**src/rtl/load_store_unit_if.sv**
```systemverilog
// Load/store unit port bundle: core request/response and memory bus.
// slave = the unit, master = core plus bus (testbench side).
interface load_store_unit_if;
  logic        req_valid;
  logic        req_ready;
  logic        req_write;
  logic [31:0] req_addr;
  logic [31:0] req_wdata;
  logic [1:0]  req_size;
  logic        req_unsigned;
  logic [31:0] bus_addr;
  logic [31:0] bus_wdata;
  logic [3:0]  bus_byte_en;
  logic        bus_read;
  logic        bus_write;
  logic        bus_ack;
  logic [31:0] bus_rdata;
  logic        resp_valid;
  logic [31:0] resp_rdata;
  logic        resp_error;

  modport slave (
    input  req_valid, req_write, req_addr, req_wdata,
    input  req_size, req_unsigned, bus_ack, bus_rdata,
    output req_ready, bus_addr, bus_wdata, bus_byte_en,
    output bus_read, bus_write, resp_valid, resp_rdata,
    output resp_error
  );

  modport master (
    output req_valid, req_write, req_addr, req_wdata,
    output req_size, req_unsigned, bus_ack, bus_rdata,
    input  req_ready, bus_addr, bus_wdata, bus_byte_en,
    input  bus_read, bus_write, resp_valid, resp_rdata,
    input  resp_error
  );
endinterface

```
**src/rtl/load_store_unit.sv**
```systemverilog
// Load/store unit: one access at a time, lane steering, load extension,
// bus wait timeout. Ports: clock, reset, lsu (slave of the bundle).
module load_store_unit #(
  parameter int TIMEOUT_CYCLES = 255
) (
  input logic              clock,
  input logic              reset,
  load_store_unit_if.slave lsu
);

  typedef enum logic [1:0] {
    S_IDLE,
    S_BUS,
    S_RESP
  } state_t;

  state_t      r_state;
  state_t      w_state_nxt;
  logic        r_write;
  logic        r_uns;
  logic [31:0] r_addr;
  logic [31:0] r_wdata;
  logic [1:0]  r_size;
  logic [7:0]  r_cnt;
  logic [31:0] r_rdata;
  logic        r_err;

  logic        w_accept;
  logic        w_misal;
  logic        w_in_bus;
  logic        w_ack;
  logic        w_timeout;
  logic [7:0]  w_cnt_inc;
  logic [31:0] w_shift;
  logic [31:0] w_load;
  logic [31:0] w_wdata;
  logic [3:0]  w_be;

  assign w_accept = lsu.req_valid && (r_state == S_IDLE);

  assign w_misal =
    (lsu.req_size == 2'd3) ||
    ((lsu.req_size == 2'd1) && lsu.req_addr[0]) ||
    ((lsu.req_size == 2'd2) && (lsu.req_addr[1:0] != 2'b00));

  assign w_in_bus  = (r_state == S_BUS);
  assign w_ack     = w_in_bus && lsu.bus_ack;
  assign w_cnt_inc = r_cnt + 8'd1;
  // The cycle that would reach the limit is the last one; an ack
  // arriving in it still completes normally.
  assign w_timeout = w_in_bus && !lsu.bus_ack &&
                     (w_cnt_inc == 8'(TIMEOUT_CYCLES));

  assign w_shift = lsu.bus_rdata >> {r_addr[1:0], 3'b000};

  always_comb begin
    w_load  = w_shift;
    w_wdata = r_wdata;
    w_be    = 4'b1111;
    unique case (r_size)
      2'd0: begin
        w_load  = r_uns ? {24'd0, w_shift[7:0]}
                        : {{24{w_shift[7]}}, w_shift[7:0]};
        w_wdata = {4{r_wdata[7:0]}};
        w_be    = 4'b0001 << r_addr[1:0];
      end
      2'd1: begin
        w_load  = r_uns ? {16'd0, w_shift[15:0]}
                        : {{16{w_shift[15]}}, w_shift[15:0]};
        w_wdata = {2{r_wdata[15:0]}};
        w_be    = 4'b0011 << r_addr[1:0];
      end
      default: begin
        w_load  = w_shift;
        w_wdata = r_wdata;
        w_be    = 4'b1111;
      end
    endcase
  end

  always_comb begin
    w_state_nxt = r_state;
    unique case (r_state)
      S_IDLE: begin
        if (w_accept) w_state_nxt = w_misal ? S_RESP : S_BUS;
      end
      S_BUS: begin
        if (w_ack || w_timeout) w_state_nxt = S_RESP;
      end
      S_RESP:  w_state_nxt = S_IDLE;
      default: w_state_nxt = S_IDLE;
    endcase
  end

  always_ff @(posedge clock or posedge reset) begin
    if (reset) begin
      r_state <= S_IDLE;
      r_write <= 1'b0;
      r_uns   <= 1'b0;
      r_addr  <= 32'd0;
      r_wdata <= 32'd0;
      r_size  <= 2'd0;
      r_cnt   <= 8'd0;
      r_rdata <= 32'd0;
      r_err   <= 1'b0;
    end else begin
      r_state <= w_state_nxt;
      if (w_accept) begin
        r_write <= lsu.req_write;
        r_uns   <= lsu.req_unsigned;
        r_addr  <= lsu.req_addr;
        r_wdata <= lsu.req_wdata;
        r_size  <= lsu.req_size;
        r_cnt   <= 8'd0;
        if (w_misal) begin
          r_rdata <= 32'd0;
          r_err   <= 1'b1;
        end
      end
      if (w_in_bus) begin
        if (lsu.bus_ack) begin
          r_rdata <= r_write ? 32'd0 : w_load;
          r_err   <= 1'b0;
        end else if (w_timeout) begin
          r_rdata <= 32'd0;
          r_err   <= 1'b1;
        end else begin
          r_cnt <= w_cnt_inc;
        end
      end
    end
  end

  assign lsu.req_ready   = (r_state == S_IDLE);
  assign lsu.bus_addr    = {r_addr[31:2], 2'b00};
  assign lsu.bus_wdata   = w_wdata;
  assign lsu.bus_byte_en = w_in_bus ? w_be : 4'b0000;
  assign lsu.bus_read    = w_in_bus && !r_write;
  assign lsu.bus_write   = w_in_bus && r_write;
  assign lsu.resp_valid  = (r_state == S_RESP);
  assign lsu.resp_rdata  = r_rdata;
  assign lsu.resp_error  = r_err;

endmodule

```
**src/flat_wrapper.sv**
```systemverilog
// flat-port wrapper written by rule: the top's interface ports become plain ports
module load_store_unit_flat 
#(
  parameter int TIMEOUT_CYCLES = 255
)
  (clock, reset, lsu_req_valid, lsu_req_write, lsu_req_addr, lsu_req_wdata, lsu_req_size, lsu_req_unsigned, lsu_bus_ack, lsu_bus_rdata, lsu_req_ready, lsu_bus_addr, lsu_bus_wdata, lsu_bus_byte_en, lsu_bus_read, lsu_bus_write, lsu_resp_valid, lsu_resp_rdata, lsu_resp_error);
  load_store_unit_if lsu_i ();
  input logic clock;
  input logic reset;
  input wire logic [$bits(lsu_i.req_valid)-1:0] lsu_req_valid;
  input wire logic [$bits(lsu_i.req_write)-1:0] lsu_req_write;
  input wire logic [$bits(lsu_i.req_addr)-1:0] lsu_req_addr;
  input wire logic [$bits(lsu_i.req_wdata)-1:0] lsu_req_wdata;
  input wire logic [$bits(lsu_i.req_size)-1:0] lsu_req_size;
  input wire logic [$bits(lsu_i.req_unsigned)-1:0] lsu_req_unsigned;
  input wire logic [$bits(lsu_i.bus_ack)-1:0] lsu_bus_ack;
  input wire logic [$bits(lsu_i.bus_rdata)-1:0] lsu_bus_rdata;
  output wire logic [$bits(lsu_i.req_ready)-1:0] lsu_req_ready;
  output wire logic [$bits(lsu_i.bus_addr)-1:0] lsu_bus_addr;
  output wire logic [$bits(lsu_i.bus_wdata)-1:0] lsu_bus_wdata;
  output wire logic [$bits(lsu_i.bus_byte_en)-1:0] lsu_bus_byte_en;
  output wire logic [$bits(lsu_i.bus_read)-1:0] lsu_bus_read;
  output wire logic [$bits(lsu_i.bus_write)-1:0] lsu_bus_write;
  output wire logic [$bits(lsu_i.resp_valid)-1:0] lsu_resp_valid;
  output wire logic [$bits(lsu_i.resp_rdata)-1:0] lsu_resp_rdata;
  output wire logic [$bits(lsu_i.resp_error)-1:0] lsu_resp_error;
  assign lsu_i.req_valid = lsu_req_valid;
  assign lsu_i.req_write = lsu_req_write;
  assign lsu_i.req_addr = lsu_req_addr;
  assign lsu_i.req_wdata = lsu_req_wdata;
  assign lsu_i.req_size = lsu_req_size;
  assign lsu_i.req_unsigned = lsu_req_unsigned;
  assign lsu_i.bus_ack = lsu_bus_ack;
  assign lsu_i.bus_rdata = lsu_bus_rdata;
  assign lsu_req_ready = lsu_i.req_ready;
  assign lsu_bus_addr = lsu_i.bus_addr;
  assign lsu_bus_wdata = lsu_i.bus_wdata;
  assign lsu_bus_byte_en = lsu_i.bus_byte_en;
  assign lsu_bus_read = lsu_i.bus_read;
  assign lsu_bus_write = lsu_i.bus_write;
  assign lsu_resp_valid = lsu_i.resp_valid;
  assign lsu_resp_rdata = lsu_i.resp_rdata;
  assign lsu_resp_error = lsu_i.resp_error;
  load_store_unit #(.TIMEOUT_CYCLES(TIMEOUT_CYCLES)) u_core (.clock(clock), .reset(reset), .lsu(lsu_i));
endmodule
```
**config.mk**
```make
export PLATFORM = sky130hd
export DESIGN_NAME = load_store_unit_flat
export DESIGN_NICKNAME = d
export VERILOG_FILES = /design/src/rtl/load_store_unit_if.sv /design/src/rtl/load_store_unit.sv /design/src/flat_wrapper.sv
export SDC_FILE = /design/constraint.sdc
export NUM_CORES = 1
export LEC_CHECK = 0
export ABC_AREA = 1
export BUFFER_PORTS_ARGS = -buffer_cell sky130_fd_sc_hd__buf_2
export CORE_MARGIN = 4
export CORE_UTILIZATION = 51
export DETAILED_ROUTE_END_ITERATION = 12
export GPL_ROUTABILITY_DRIVEN = 0
export PLACE_DENSITY_LB_ADDON = 0.05
export SLEW_MARGIN = 40
export SYNTH_ARGS = -nofsm -noshare
export SYNTH_HDL_FRONTEND = slang
export SYNTH_SLANG_ARGS = --single-unit
export TNS_END_PERCENT = 30
```
**constraint.sdc**
```tcl
create_clock -name clock -period 4.4 [get_ports clock]
set_input_delay 0.88 -clock clock [delete_from_list [all_inputs] [get_ports clock]]
set_output_delay 0.88 -clock clock [all_outputs]
set_load 0.05 [all_outputs]
```
* Word-level counts from Yosys, hierarchy flattened *
Index checks and enable logic that the tools add are counted.

word-level totals
  input port bits = 104
  memories = 0
  word-level logic and storage cells = 64
  memory bits (writable) = 0
  output and inout port bits = 105
  bits in latches = 0
  memory bits (read-only) = 0
  register bits = 111

cells by class
  div/mod/pow operators = 0
  equality and inequality tests = 9
  magnitude comparators = 0
  reductions and logical operators = 17
  shift-type cells = 3
  mux-type cells = 25
  bitwise logic cells = 0
  multiply operators = 0
  $add $sub $neg = 1

operators with widths
  cell                                                                      number
  32-bit 2-to-1 mux                                                         8
  32-bit case mux with 2 select lines                                       2
  8-bit 2-to-1 mux                                                          4
  32-bit by 5-bit >> shifter with 32-bit output                             1
  8-bit by 1-bit adder with 8-bit output (second input constant)            1
  8-bit == test (second input constant)                                     1
  1-bit logical AND                                                         8
  4-bit case mux with 2 select lines                                        1
  2-bit by 1-bit == test with 1-bit output (second input constant)          3
  2-bit == test (second input constant)                                     3
  2-bit 2-to-1 mux                                                          3
  1-bit 2-to-1 mux                                                          5
  2-bit logical NOT                                                         2
  4-bit 2-to-1 mux                                                          1
  2-bit case mux with 2 select lines                                        1
  1-bit by 2-bit << shifter with 4-bit output (first input constant)        1
  2-bit by 2-bit << shifter with 4-bit output (first input constant)        1
  1-bit logical OR                                                          3
  1-bit logical NOT                                                         2
  2-bit by 1-bit inequality test with 1-bit output (second input constant)  1
  2-bit inequality test (second input constant)                             1
  2-bit AND reduction                                                       1
  2-bit nonzero test                                                        1

* Logic depth before layout (Yosys ltp) *
  word-level depth = 9
  gate-level depth with buffers = 12
  mapped depth without buffers = 11

* Least setup slack after synthesis *
OpenSTA, ideal clock, no wires.

  kind = reg2out
  from = reg u_core.r_addr[0]
  to = out lsu_bus_byte_en[3]
  setup slack = 1.700 ns
  required time = 3.520 ns
  arrival = 1.820 ns
  stages on the path, launching flop included = 6
  buffers on the path = 3
  cells stage by stage = dfrtp_1 buf_4 buf_2 buf_2 o21ai_0 a21oi_1

between the ends
  cells in the longest elaborated chain, start to end = 3
  elaborated cells between the ends (all ways) = 4
  those cells by class = 2 x shift; 2 x mux

ends and longest elaborated chain
  what                                                                                                        line                                          RTL
  start, declared                                                                                             load_store_unit.sv:21                         logic [31:0] r_addr;
  start signal, assigned                                                                                      load_store_unit.sv:111                        r_addr <= lsu.req_addr;
  2-bit by 2-bit << shifter with 4-bit output or 1-bit by 2-bit << shifter with 4-bit output (tied branches)  load_store_unit.sv:71, load_store_unit.sv:65
  4-bit case mux with 2 select lines (*)                                                                      load_store_unit.sv:60                         unique case (r_size)
  4-bit 2-to-1 mux (*)                                                                                        load_store_unit.sv:137                        assign lsu.bus_byte_en = w_in_bus ? w_be : 4'b0000;
  end, declared                                                                                               flat_wrapper.sv:21                            output wire logic [$bits(lsu_i.bus_byte_en)-1:0] lsu_bus_byte_en;

Mark *: on every way between the ends. The rest lies on a longest branch, timed or not.

* Final worst setup path *
  from = reg u_core.r_size[1]
  to = out lsu_bus_byte_en[2]

between the ends
  cells in the longest elaborated chain, start to end = 3
  elaborated cells between the ends (all ways) = 4
  those cells by class = 1 x eq/ne; 2 x mux; 1 x reduce/logical

ends and longest elaborated chain
  what                                                                           line                    RTL
  start, declared                                                                load_store_unit.sv:23   logic [1:0] r_size;
  start signal, assigned                                                         load_store_unit.sv:113  r_size <= lsu.req_size;
  2-bit by 1-bit == test with 1-bit output or 2-bit logical NOT (tied branches)  load_store_unit.sv:60
  4-bit case mux with 2 select lines (*)                                         load_store_unit.sv:60
  4-bit 2-to-1 mux (*)                                                           load_store_unit.sv:137

Marked as above.

==> summary.txt <==
Yosys
  • Cells after Synth: 883
  • Yosys top cell by area: dfrtp_1
  • Syn Area/Cell: 7.05 µm²
  • Post-synthesis cell type count: 30
  • EDFF count, synth: 0
  • Post-synthesis async set-or-reset flop share: 100%
  • Register area share after synthesis: 44.6%
  • Top area cells in the synthesized netlist: dfrtp_1 (45%), nand2_1 (22%), nand3_1 (6.8%), buf_4 (5.2%), inv_1 (4.3%)
  • Yosys warns: 0
  • Flop and latch count out of synthesis: 111
  • Top-count cell post-synth: nand2_1
  • Ys flop type: dfrtp_1
  • Synth cell count leaders: nand2_1 (365), dfrtp_1 (111), nand3_1 (85)
  • Share of the synthesized area in the top cell type: 44.6%
  • Cell Area, Synth: 6220 µm²

Die
  • Initial Util: 52.0%
  • FP Rows: 40
  • Die X: 118 µm
  • Die height: 118 µm
  • IO Pins: 209
  • Core footprint: 12,000 µm²
  • Die area: 14,000 µm²

Pwr
  • Power Density: 672 nW/µm²
  • Leakage: 4.26 nW
  • Worst vdd ir: 0.555 mV

Cells and area
  • Util after Layout: 61.0%
  • Area grow syn2layout: 17.2%
  • Footprint of the multi-input gates: 2630 µm²
  • Reg area: 2780 µm²
  • # diodes: 0
  • # fillers: 1,210
  • Final non-filler cell total: 1,176
  • Layout cells sized above 1: 24.6%
  • Final nets: 1,130

Drt
  • Final WL: 16,800 µm
  • # DRC: 0
  • DRT Pass-1 Iters: 6
  • Initial drt markers: 376
  • Drt wl/cell: 14.3 µm
  • Remaining antenna violation count: 0
  • Vias: 5,892
  • Via density: 5.01

Worst setup path
  • Reg2reg start: u_core.r_size[1]
  • Worst r2r dst: u_core.lsu.resp_rdata[31]
  • CP Data Arrival Time: 2330 ps
  • R2R cell count: 8
  • Minimum setup slack among reg-to-reg paths: 2160 ps
  • Setup crit start kind: flip-flop
  • Kind of capture point of the worst setup path: output pin
  • CP Max Fanout: 35
  • WS Path Type: flip-flop to output pin
  • Worst Path Required: 3520 ps

Placement
  • DP Cell Count: 1,160
  • Port bufs: 206
  • DP HPWL: 11,900 µm
  • Post-Place Setup Slack: 1560 ps

Status
  • Status: finished clean

STA
  • Final Setup Violations: 0
  • Min cycle time layout: 3210 ps
  • Fmax: 312 MHz
  • Hold WS: 480 ps
  • Pins Over Slew Limit: 0
  • Hold Violations, Final: 0
  • Skew final: 6.93 ps
  • Period utilization: 72.9%
  • Setup TNS: 0 ps
  • Post-route setup slack: 1190 ps
  • Unrepaired setup endpoints after global routing: no
  • Slew headroom: 57.2%
  • Least-Margin Pin Slew: 643 ps

Job
  • Max cap viols: 0

CTS
  • Maximum clock path buffer count: 2
  • CTS tree: done
  • H-tree Lvls: 3
  • Cts hold-fix bufs: 0
  • Post CTS Setup Buffer Count: 0
  • Clock root cell: clkbuf_16
  • CTS-repair resized insts: 0
  • Clock latency on the worst-skew pair: 360 ps
  • Reg clk slew, reported paths: 70 ps
  • CTS Sinks: 111
  • TritonCTS buffer count: 9

Global routing
  • Initial antenna violation count: 0
  • Gr usage total: 23.7%
  • Vias in the first global route: 5,410
  • Largest net degree at the start of global routing: 65
  • Grt ovf: 0
  • First-pass GRT wire length: 27,200 µm

Worst hold path
  • Worst Hold Launch: u_core.r_addr[20]
  • Hold depth: 2
  • Hold Path End: u_core.r_addr[20]
  • Worst min path class: flip-flop to flip-flop
-- area by class of cell --
cell class,instances,share of cell area [%]
well taps,147,2.52
flip-flops and latches,111,38.1
multi-input cells,611,36.0
inverters,75,3.93
repair buffers,216,15.2
clock inverters,6,1.01
clock buffers,10,3.28
-- metrics by stage --
| stage | power [mW] | cell area, µm² |
|---|---|---|
| global route | 5.19 | 7300 |
| global placement | 4.04 | 6980 |
| detailed placement | 4.06 | 6980 |
| floorplan | 3.62 | 6230 |
| CTS | 4.94 | 7300 |
| finish | 4.90 | 7300 |
-- worst max path at each step --
stage | start | endpoint | slack, ps | depth (start not counted)
after global routing | u_core.r_size[1] | lsu_bus_byte_en[2] | 1000 | 9
after detailed placement | u_core.r_size[1] | lsu_bus_byte_en[2] | 1560 | 9
after CTS | u_core.r_size[1] | lsu_bus_byte_en[2] | 1160 | 9
final | u_core.r_size[1] | lsu_bus_byte_en[2] | 1190 | 9
after floorplan | reset | u_core.lsu.resp_error | 590 | 1
after global placement | u_core.r_size[1] | lsu_bus_byte_en[2] | 1590 | 9
-- flip-flops by register name, indices dropped and copies added, names as in the netlist --
| register | cells |
|---|---|
| u_core.r_addr | 32 |
| u_core.r_cnt | 8 |
| u_core.lsu.resp_error | 1 |
| u_core.lsu.resp_rdata | 32 |
| u_core.r_state | 2 |
| u_core.r_uns | 1 |
| u_core.r_write | 1 |
| u_core.r_size | 2 |
| u_core.r_wdata | 32 |
-- layer usage --
layer	vias to the layer above	routed length, µm	GRT usage [%]
met5	-	0	0
met4	0	391	8.69
met3	27	1400	6.08
met2	232	7780	37.8
met1	2680	7260	31.3
li1	2953	-	-
-- power by group --
part / internal, mW / total [mW] / switching, mW
combinational: 0.578 / 2.56 / 1.99
sequential: 1.30 / 1.48 / 0.174
clock: 0.467 / 0.862 / 0.395
total: 2.35 / 4.90 / 2.55
-- worst max-delay path: stages, from the launching register on --
cell     delay [ps]
dfrtp_1         360
buf_4           250
inv_2           270
nand2_1         250
inv_1           250
nand3_1          90
o21ai_0          90
o21ai_0          90
inv_1            70
buf_2           250
-- placed cells by master (no fill, tap or decap), types with 9 or more instances in the layout --
master,count
dfrtp_1,111
clkbuf_16,9
o21ai_0,38
buf_2,206
buf_4,10
a21oi_1,14
nor2_1,71
inv_1,69
nand3_1,85
nand2_1,364
-- kinds of logic (layout without fill, tap and decap cells) --
logic type	Yosys count	count (layout)	synth area share, %
and+or+nand+nor	535	535	34.8
other	1	2	0.0602
DFF	111	111	44.6
xor gates and xnor gates	2	2	0.281
AOI/OAI and AO/OA	63	63	5.51
buffers and inverters	162	307	13.2
adders and majority gates	2	2	0.402
muxes	7	7	1.13
(Power assumes the default switching activity.)
